--- config.mk ---
export PLATFORM = sky130hd
export DESIGN_NAME = encoder_mxn_arb
export DESIGN_NICKNAME = d
export VERILOG_FILES = /design/src/rtl/enc_pkg.sv /design/src/rtl/enc_priority_pick.sv /design/src/rtl/encoder_mxn_arb.sv
export SDC_FILE = /design/constraint.sdc
export NUM_CORES = 1
export LEC_CHECK = 0
export ABC_AREA = 1
export ABC_CLOCK_PERIOD_IN_PS = 2400
export BUFFER_PORTS_ARGS = -buffer_cell sky130_fd_sc_hd__buf_4
export CAP_MARGIN = 20
export CORE_UTILIZATION = 31
export CTS_CLUSTER_SIZE = 10
export DETAILED_ROUTE_END_ITERATION = 7
export GPL_TIMING_DRIVEN = 0
export PLACE_DENSITY = 0.57
export RECOVER_POWER = 25
export SLEW_MARGIN = 30
export SYNTH_ARGS = -nofsm -noshare
export SYNTH_HDL_FRONTEND = slang
export SYNTH_SLANG_ARGS = --single-unit
--- constraint.sdc ---
create_clock -name clk -period 2.4 [get_ports clk]
set_clock_uncertainty 0.1 [all_clocks]
set_input_delay 0.24 -clock clk [delete_from_list [all_inputs] [get_ports clk]]
set_output_delay 0.24 -clock clk [all_outputs]
set_load 0.01 [all_outputs]
--- src/rtl/enc_pkg.sv ---
// Shared constants and FSM state type for the M-to-N request encoder.
package enc_pkg;

  localparam int unsigned ENC_N = 4;
  localparam int unsigned ENC_M = 1 << ENC_N;

  typedef enum logic {
    IDLE  = 1'b0,
    VALID = 1'b1
  } state_e;

endpackage : enc_pkg

--- src/rtl/enc_priority_pick.sv ---
// Combinational pick of the first set bit of vec, searching upward from start and wrapping.
module enc_priority_pick
#(
  parameter int unsigned N = 4,
  localparam int unsigned M = 1 << N
) (
  input  logic [M-1:0] vec,
  input  logic [N-1:0] start,
  output logic         found,
  output logic [N-1:0] idx,
  output logic [M-1:0] onehot
);

  logic [N-1:0] pos;

  // Index arithmetic is N bits wide, so start + k wraps modulo M for free.
  always_comb begin
    found  = 1'b0;
    idx    = '0;
    onehot = '0;
    pos    = '0;
    for (int unsigned k = 0; k < M; k++) begin
      pos = N'(start + N'(k));
      if (!found && vec[pos]) begin
        found  = 1'b1;
        idx    = pos;
        onehot = M'(1) << pos;
      end
    end
  end

endmodule : enc_priority_pick

--- src/rtl/encoder_mxn_arb.sv ---
// Sticky M-to-N request encoder with a valid/ready output handshake.
// Define ENC_ROUND_ROBIN_EN for rotating priority; default is lowest-index-first.
module encoder_mxn_arb
  import enc_pkg::*;
#(
  parameter int unsigned N = ENC_N,
  localparam int unsigned M = 1 << N
) (
  input  logic         clk,
  input  logic         rst_n,
  input  logic [M-1:0] req,
  input  logic         out_ready,
  output logic [N-1:0] out,
  output logic         out_valid,
  output logic [M-1:0] pending,
  output logic         overflow
);

  state_e       state_q, state_d;
  logic [N-1:0] out_q, out_d;
  logic [M-1:0] pending_q, pending_d;
  logic         ovf_q, ovf_d;

  logic         fire_c;
  logic         grant_en_c;
  logic [M-1:0] grant_oh_c;
  logic         found_c;
  logic [N-1:0] pick_idx_c;
  logic [M-1:0] pick_oh_c;
  logic [N-1:0] start_c;

`ifdef ENC_ROUND_ROBIN_EN
  logic [N-1:0] ptr_q, ptr_d;

  // Search begins one past the last grant; pointer reset of 0 makes the first search start at 1.
  assign start_c = N'(ptr_q + N'(1));
`else
  assign start_c = '0;
`endif

  enc_priority_pick #(.N(N)) u_pick (
    .vec    (pending_q),
    .start  (start_c),
    .found  (found_c),
    .idx    (pick_idx_c),
    .onehot (pick_oh_c)
  );

  assign out_valid = (state_q == VALID);
  assign fire_c    = out_valid & out_ready;
  assign out       = out_q;
  assign pending   = pending_q;
  assign overflow  = ovf_q;

  // State and datapath registers.
  always_ff @(posedge clk or negedge rst_n) begin
    if (!rst_n) begin
      state_q   <= IDLE;
      out_q     <= '0;
      pending_q <= '0;
      ovf_q     <= 1'b0;
`ifdef ENC_ROUND_ROBIN_EN
      ptr_q     <= '0;
`endif
    end else begin
      state_q   <= state_d;
      out_q     <= out_d;
      pending_q <= pending_d;
      ovf_q     <= ovf_d;
`ifdef ENC_ROUND_ROBIN_EN
      ptr_q     <= ptr_d;
`endif
    end
  end

  // Grant when idle or when the presented index is being accepted.
  always_comb begin
    state_d    = state_q;
    out_d      = out_q;
    grant_oh_c = '0;
    grant_en_c = (state_q == IDLE) || fire_c;
`ifdef ENC_ROUND_ROBIN_EN
    ptr_d      = ptr_q;
`endif
    if (grant_en_c) begin
      if (found_c) begin
        state_d    = VALID;
        out_d      = pick_idx_c;
        grant_oh_c = pick_oh_c;
`ifdef ENC_ROUND_ROBIN_EN
        ptr_d      = pick_idx_c;
`endif
      end else begin
        state_d = IDLE;
      end
    end
    // A new request on the granted bit is OR-ed back in, so the set wins.
    pending_d = (pending_q & ~grant_oh_c) | req;
    ovf_d     = |(req & pending_q & ~grant_oh_c);
  end

endmodule : encoder_mxn_arb

==> results.sh, run 1 <==
export IMPL_cap_viol_max_count=0
export IMPL_ant_nets=0
export IMPL_numCtsBuffers=3
export IMPL_nets=213
export IMPL_cp_start_kind="register"
export IMPL_slowest_stage="dfrtp_1"
export IMPL_period_minus_slack_ns=1.999
export IMPL_tightest_slew_ns=1.188
export IMPL_core_sq_um=3744
export IMPL_drt_iter0_drc=29
export IMPL_hold_viol=0
export IMPL_synth_seq_cells=22
export IMPL_avgSynthCellArea_sq_um=8.403
export IMPL_netlist_area_leader_share=0.4427
export IMPL_worst_setup_path_type="reg2reg"
export IMPL_cts_sinks=22
export IMPL_clockRootBuffer="clkbuf_8"
export IMPL_dp_slack_ns=0.3816
export IMPL_syn_area_sq_um=1244
export IMPL_slew_viol_final=0
export IMPL_grt_total_usage=0.1424
export IMPL_p_leak_nw=0.8281
export IMPL_grt_antenna_before_repair=0
export IMPL_crit_arrival_ns=2.04
export IMPL_via_per_inst=4.768
export IMPL_crit_chain="nor2_4 -> nand4_1 -> nor2_2 -> nand4_2 -> nor2_4 -> nand2_2 -> nand3_1 -> o21ai_0 -> inv_2 -> nand2_1 -> nor2_1 -> nand3_1"
export IMPL_grt_max_degree=23
export IMPL_power_total_w=0.0007643
export IMPL_fmax_ghz=0.5003
export IMPL_setup_ws_ns=0.4010
export IMPL_dp_hpwl_um=2254
export IMPL_area_delta_synth_final_pct=33.90
export IMPL_slew_headroom=0.2078
export IMPL_rows=22
export IMPL_ys_warn_count=0
export IMPL_hp_class="in2reg"
export IMPL_htreeDepth=1
export IMPL_antenna_diode_count=0
export IMPL_dr_total_vias=1149
export IMPL_die_y_um=65.34
export IMPL_cts_buffer_depth=2
export IMPL_post_route_drc_count=0
export IMPL_grt_overflow_total=0
export IMPL_cellPowerDensity_nw_per_um2=458.9
export IMPL_port_buffers=40
export IMPL_synthTopCellsByArea="dfrtp_1 (44%), inv_1 (6.9%), nand2_1 (5.4%)"
export IMPL_ir_drop_uv=210.7
export IMPL_cts_tree="done"
export IMPL_syn_num_nets=167
export IMPL_critPathMaxStageDelay_ns=0.44
export IMPL_routabilityCongestion=0.7917
export IMPL_grt_pass1_vias=1043
export IMPL_drive_gt1_frac=0.3472
export IMPL_dr_pass1_iters=4
export IMPL_end_kind="register"
export IMPL_start_util=0.3322
export IMPL_min_period_over_period=0.8329
export IMPL_status="complete, no violations"
export IMPL_ys_seq_area_frac=0.4427
export IMPL_grt_pass1_wl_um=4512
export IMPL_setup_tns_ns=0
export IMPL_rsz0062_at_grt="false"
export IMPL_cp_max_fo=5
export IMPL_setup_viol=0
export IMPL_yosys_area_top_type="dfrtp_1"
export IMPL_syn_inst=148
export IMPL_cts_clk_slew_worst_paths_ns=0.08
export IMPL_routed_wl_um=2784
export IMPL_synthDistinctLibCells=29
export IMPL_cts_resized=0
export IMPL_required_ns=2.44
export IMPL_worstSkewPairLatency_ns=0.26
export IMPL_ios=41
export IMPL_die_w_um=65.34
export IMPL_fin_hold_ws_ns=0.05956
export IMPL_wl_per_cell_um=11.55
export IMPL_die_area_sq_um=4269
==> final cells by class <==
cell class	count	area, sq um
clock buffers	4	55.05
multi-input cells	98	586.8
plain buffers	2	8.758
inverters	26	97.59
fillers	403	2078
well taps	48	60.06
flip-flops and latches	22	550.5
repair buffers	41	306.5
==> worst paths after layout <==
check | from | end | slack, ns | cells after the start
hold reg to reg | out[0]$_DFFE_PN0P_ | out[0]$_DFFE_PN0P_ | 0.42 | 2
setup reg to reg | pending[1]$_DFF_PN0_ | overflow$_DFF_PN0_ | 0.40 | 12
hold / removal | req[12] | pending[12]$_DFF_PN0_ | 0.06 | 2
setup / recovery | pending[1]$_DFF_PN0_ | overflow$_DFF_PN0_ | 0.40 | 12
max in group asynchronous | rst_n | out[3]$_DFFE_PN0P_ | 0.86 | 2
min in group asynchronous | rst_n | pending[5]$_DFF_PN0_ | 0.64 | 2
==> logic make-up after synthesis <==
kind of cell	Yosys count	synth area share
AO/OA/AOI/OAI	31	0.1519
buffers and inverters	28	0.08550
flip-flops	22	0.4427
AND/OR/NAND/NOR	67	0.3199
==> where the power goes <==
part           total, W  switching, W  internal, W
combinational  0.000108     0.0000548    0.0000528
sequential     0.000392     0.0000102     0.000382
clock          0.000264      0.000118     0.000146
==> placed cells by master, fill, tap and decap left out, types with 2 or more instances in the layout <==
cell type  instances
inv_1             23
nor2_2             2
clkbuf_8           4
o21ai_1            2
buf_4             39
or2_2              2
nand2_1           18
o21ai_0            8
nand2_2            4
nand3_1           10
nand4_1            3
a21o_1             5
nor2_4             5
nand4_4            2
nor4_1             3
nor2_1            13
inv_2              3
a21oi_1            9
o221ai_1           2
nand3_2            2
clkbuf_1           2
dfrtp_1           22
==> synth_stat cells <==
master     n
a21o_1     5
a31oi_1    1
nand4_2    1
a32oi_1    1
nand4_4    2
nand2_1   18
nor2_2     2
clkbuf_1   1
or2_2      2
nand3_1   10
o21ai_0    8
nor4_1     3
a21o_2     1
nor2_1    13
and3_2     1
nand3_2    2
buf_2      1
nor3_1     1
nand4_1    3
o221ai_1   2
inv_1     23
o21bai_1   1
inv_2      3
dfrtp_1   22
nand2_2    4
a211oi_1   1
o21ai_1    2
a21oi_1    9
nor2_4     5
==> routing by layer <==
| layer | track usage | vias up | share of wire |
|---|---|---|---|
| met1 | 0.1830 | 536 | 0.47 |
| li1 | - | 586 | - |
| met4 | 0.06522 | 0 | 0.018 |
| met3 | 0.02604 | 5 | 0.041 |
| met5 | 0 | - | 0 |
| met2 | 0.2307 | 22 | 0.47 |
==> what timing repair did <==
action | 4_1_cts | 5_1_grt
setup endpoints to repair | 0 | 0
hold buffers | 1 | 0
buffers inserted | 0 | 0
endpoints found under the hold margin | 22 | 0
==> stage by stage <==
step / area (sq um) / utilization / std cells
floorplan: 1244 / - / 148
CTS: 1669 / 0.4459 / 241
finish: 1665 / 0.4449 / 241
global placement: 1604 / 0.4285 / 236
detailed placement: 1604 / 0.4285 / 236
global route: 1665 / 0.4449 / 241
==> flip-flops by register name, indices dropped and copies added (netlist names) <==
signal and cells:
overflow 1, pending 16, out_valid 1, out 4
==> critical path: cells and delay by family, from the launching register on <==
family          cells  cell delay, ns
flops               1            0.44
simple gates       10            1.18
buf+inv             1            0.06
compound gates      1            0.10
Power figures use the tool's default switching activity.
==> inputs of run 2 (changes only) <==
--- a/config.mk
+++ b/config.mk
@@ -6,14 +6,14 @@
 export NUM_CORES = 1
 export LEC_CHECK = 0
 export ABC_AREA = 1
-export ABC_CLOCK_PERIOD_IN_PS = 2400
+export ABC_CLOCK_PERIOD_IN_PS = 1800
 export BUFFER_PORTS_ARGS = -buffer_cell sky130_fd_sc_hd__buf_4
 export CAP_MARGIN = 20
 export CORE_UTILIZATION = 31
 export CTS_CLUSTER_SIZE = 10
 export DETAILED_ROUTE_END_ITERATION = 7
 export GPL_TIMING_DRIVEN = 0
-export PLACE_DENSITY = 0.57
+export PLACE_DENSITY = 0.59
 export RECOVER_POWER = 25
 export SLEW_MARGIN = 30
 export SYNTH_ARGS = -nofsm -noshare
==> constraint.sdc (replaced) <==
create_clock -name clk -period 1.8 [get_ports clk]
set_clock_uncertainty 0.1 [all_clocks]
set_input_delay 0.18 -clock clk [delete_from_list [all_inputs] [get_ports clk]]
set_output_delay 0.18 -clock clk [all_outputs]
set_load 0.01 [all_outputs]
==> run 2 against run 1 <==
The run now ends with setup timing left. Count of clock-buffer cells in the layout stayed put. Register-to-register slack worse by 0.59 ns. Cell area is 13% higher. Via count is 5.3% higher. Non-clock buffer count is 16 higher. Die area stayed put. Sequential share of layout area is 3.6 points lower. Hold slack worse by 0.052 ns. Setup slack worse by 0.59 ns. Combinational power is 59% higher. Sequential power is 33% higher. Critical path type unchanged. Critical endpoint unchanged. Largest power group unchanged. Highest routed layer unchanged.
==> results.sh, run 2 (same netlist as run 1, synthesis figures left out) <==
export IMPL_r2r_slack_ns=-0.19
export IMPL_routabilityCongestion=0.8113
export IMPL_final_cell_mix="buf_4 (48), inv_1 (23), dfrtp_1 (21)"
export IMPL_grt_max_degree=23
export IMPL_cts_clk_slew_worst_paths_ns=0.08
export IMPL_slew_viol_final=0
export IMPL_cp_start_kind="register"
export IMPL_cts_sinks=22
export IMPL_period_minus_slack_ns=1.986
export IMPL_crit_arrival_ns=2.03
export IMPL_drive_gt1_frac=0.4258
export IMPL_grt_pass1_wl_um=5030
export IMPL_drt_iter0_drc=27
export IMPL_hold_viol=0
export IMPL_ir_drop_uv=231.5
export IMPL_htreeDepth=1
export IMPL_p_leak_nw=0.9169
export IMPL_grt_overflow_total=0
export IMPL_status="finished, violations left"
export IMPL_cts_buffer_depth=2
export IMPL_cts_tree="done"
export IMPL_area_delta_synth_final_pct=50.80
export IMPL_grt_total_usage=0.1537
export IMPL_clockRootBuffer="clkbuf_8"
export IMPL_worstSkewPairLatency_ns=0.26
export IMPL_holdPathEnd="pending[4]$_DFF_PN0_"
export IMPL_end_kind="register"
export IMPL_nets=229
export IMPL_setup_ws_ns=-0.1859
export IMPL_layout_commonest_cell="buf_4"
export IMPL_min_from="req[4]"
export IMPL_routed_wl_um=3168
export IMPL_placed_area_sq_um=1604
export IMPL_rsz0062_at_grt="true"
export IMPL_core_sq_um=3744
export IMPL_cp_max_fo=4
export IMPL_setup_viol=7
export IMPL_cellPowerDensity_nw_per_um2=561.3
export IMPL_largest_reg_flops=16
export IMPL_ant_nets=0
export IMPL_dp_hpwl_um=2366
export IMPL_dr_total_vias=1210
export IMPL_required_ns=1.85
export IMPL_cap_viol_max_count=0
export IMPL_finalInstanceArea_sq_um=1876
export IMPL_fillers=376
export IMPL_power_total_w=0.001053
export IMPL_slew_headroom=0.6298
export IMPL_start_util=0.3322
export IMPL_die_w_um=65.34
export IMPL_rows=22
export IMPL_min_period_over_period=1.103
export IMPL_port_buffers=40
export IMPL_die_y_um=65.34
export IMPL_post_route_drc_count=0
export IMPL_ff2ff_path_depth=10
export IMPL_numCtsBuffers=3
export IMPL_dr_pass1_iters=4
export IMPL_grt_pass1_vias=1188
export IMPL_tightest_slew_ns=0.5553
export IMPL_die_area_sq_um=4269
export IMPL_ios=41
export IMPL_via_per_inst=4.708
export IMPL_wl_per_cell_um=12.33
export IMPL_reg2reg_to="overflow$_DFF_PN0_"
export IMPL_holdPathStages=3
export IMPL_violations="setup timing"
export IMPL_grt_antenna_before_repair=0
export IMPL_regToRegStartpoint="pending[2]$_DFF_PN0_"
export IMPL_antenna_diode_count=0
export IMPL_hp_class="in2reg"
export IMPL_worst_setup_path_type="reg2reg"
export IMPL_fmax_ghz=0.5036
[run 2: changes by cell type in the layout (fill, tap and decap cells not counted), sizes merged]
cell,previous run,this run
buf,40,51
dlygate4sd3,1,6
[run 2: worst max path at each step]
stage	from	end	slack [ns]
2_1_floorplan	pending[1]$_DFF_PN0_	overflow$_DFF_PN0_	0.03
5_1_grt	pending[2]$_DFF_PN0_	overflow$_DFF_PN0_	-0.36
6_report	pending[2]$_DFF_PN0_	overflow$_DFF_PN0_	-0.19
4_1_cts	pending[1]$_DFF_PN0_	overflow$_DFF_PN0_	-0.14
3_3_place_gp	pending[1]$_DFF_PN0_	overflow$_DFF_PN0_	-0.19
3_5_place_dp	pending[1]$_DFF_PN0_	overflow$_DFF_PN0_	-0.21
[run 2: layout make-up]
class	instances	area, sq um	area share
Tap cell	48	60.06	0.03202
Buffer	2	8.758	0.004670
Sequential cell	22	551.8	0.2942
Clock buffer	4	55.05	0.02935
Inverter	26	97.59	0.05203
Timing Repair Buffer	57	447.9	0.2388
Multi-Input combinational cell	98	654.4	0.3489
[run 2: through the flow]
step           setup TNS (ns)  instances  setup WS [ns]    util  hold WS (ns)
3_3_place_gp          -0.1971        236        -0.1909  0.4285      -0.01680
3_5_place_dp          -0.3425        236        -0.2102  0.4285     -0.008862
2_1_floorplan               0        148        0.02620       -       -0.2156
6_report              -0.5126        257        -0.1859  0.5010      0.007903
4_1_cts               -0.4760        253        -0.1426  0.4799      0.004611
5_1_grt                -1.453        257        -0.3566  0.5010      0.002885
[run 2: critical path: stages, from the launching register on]
cell     delay (ns)
dfrtp_1        0.42
nor2_2         0.15
nand4_1        0.15
nor2_2         0.20
nand4_4        0.12
nor2_4         0.17
nand4_1        0.15
nand3_1        0.11
nand3_2        0.10
nor2_4         0.12
nand3_2        0.07
[run 2: timing repair]
item	4_1_cts	5_1_grt
hold endpoints to repair	27	0
buffers inserted	7	4
cloned	0	0
gates resized for setup	7	11
pin swaps	3	13
hold buffers	6	0
endpoints found under the setup margin	7	9
[run 2: power breakdown]
part	total [W]	internal (W)	switching, W
clock	0.000359	0.000195	0.000164
combinational	0.000172	0.0000870	0.0000848
sequential	0.000522	0.000510	0.0000122
total	0.00105	0.000792	0.000261
[run 2: routing by layer]
| metal | track usage | up-vias | part of all wire |
|---|---|---|---|
| met5 | 0 | - | 0 |
| met4 | 0.05978 | 0 | 0.013 |
| met3 | 0.02951 | 5 | 0.043 |
| met2 | 0.2745 | 33 | 0.52 |
| met1 | 0.1792 | 556 | 0.42 |
| li1 | - | 616 | - |
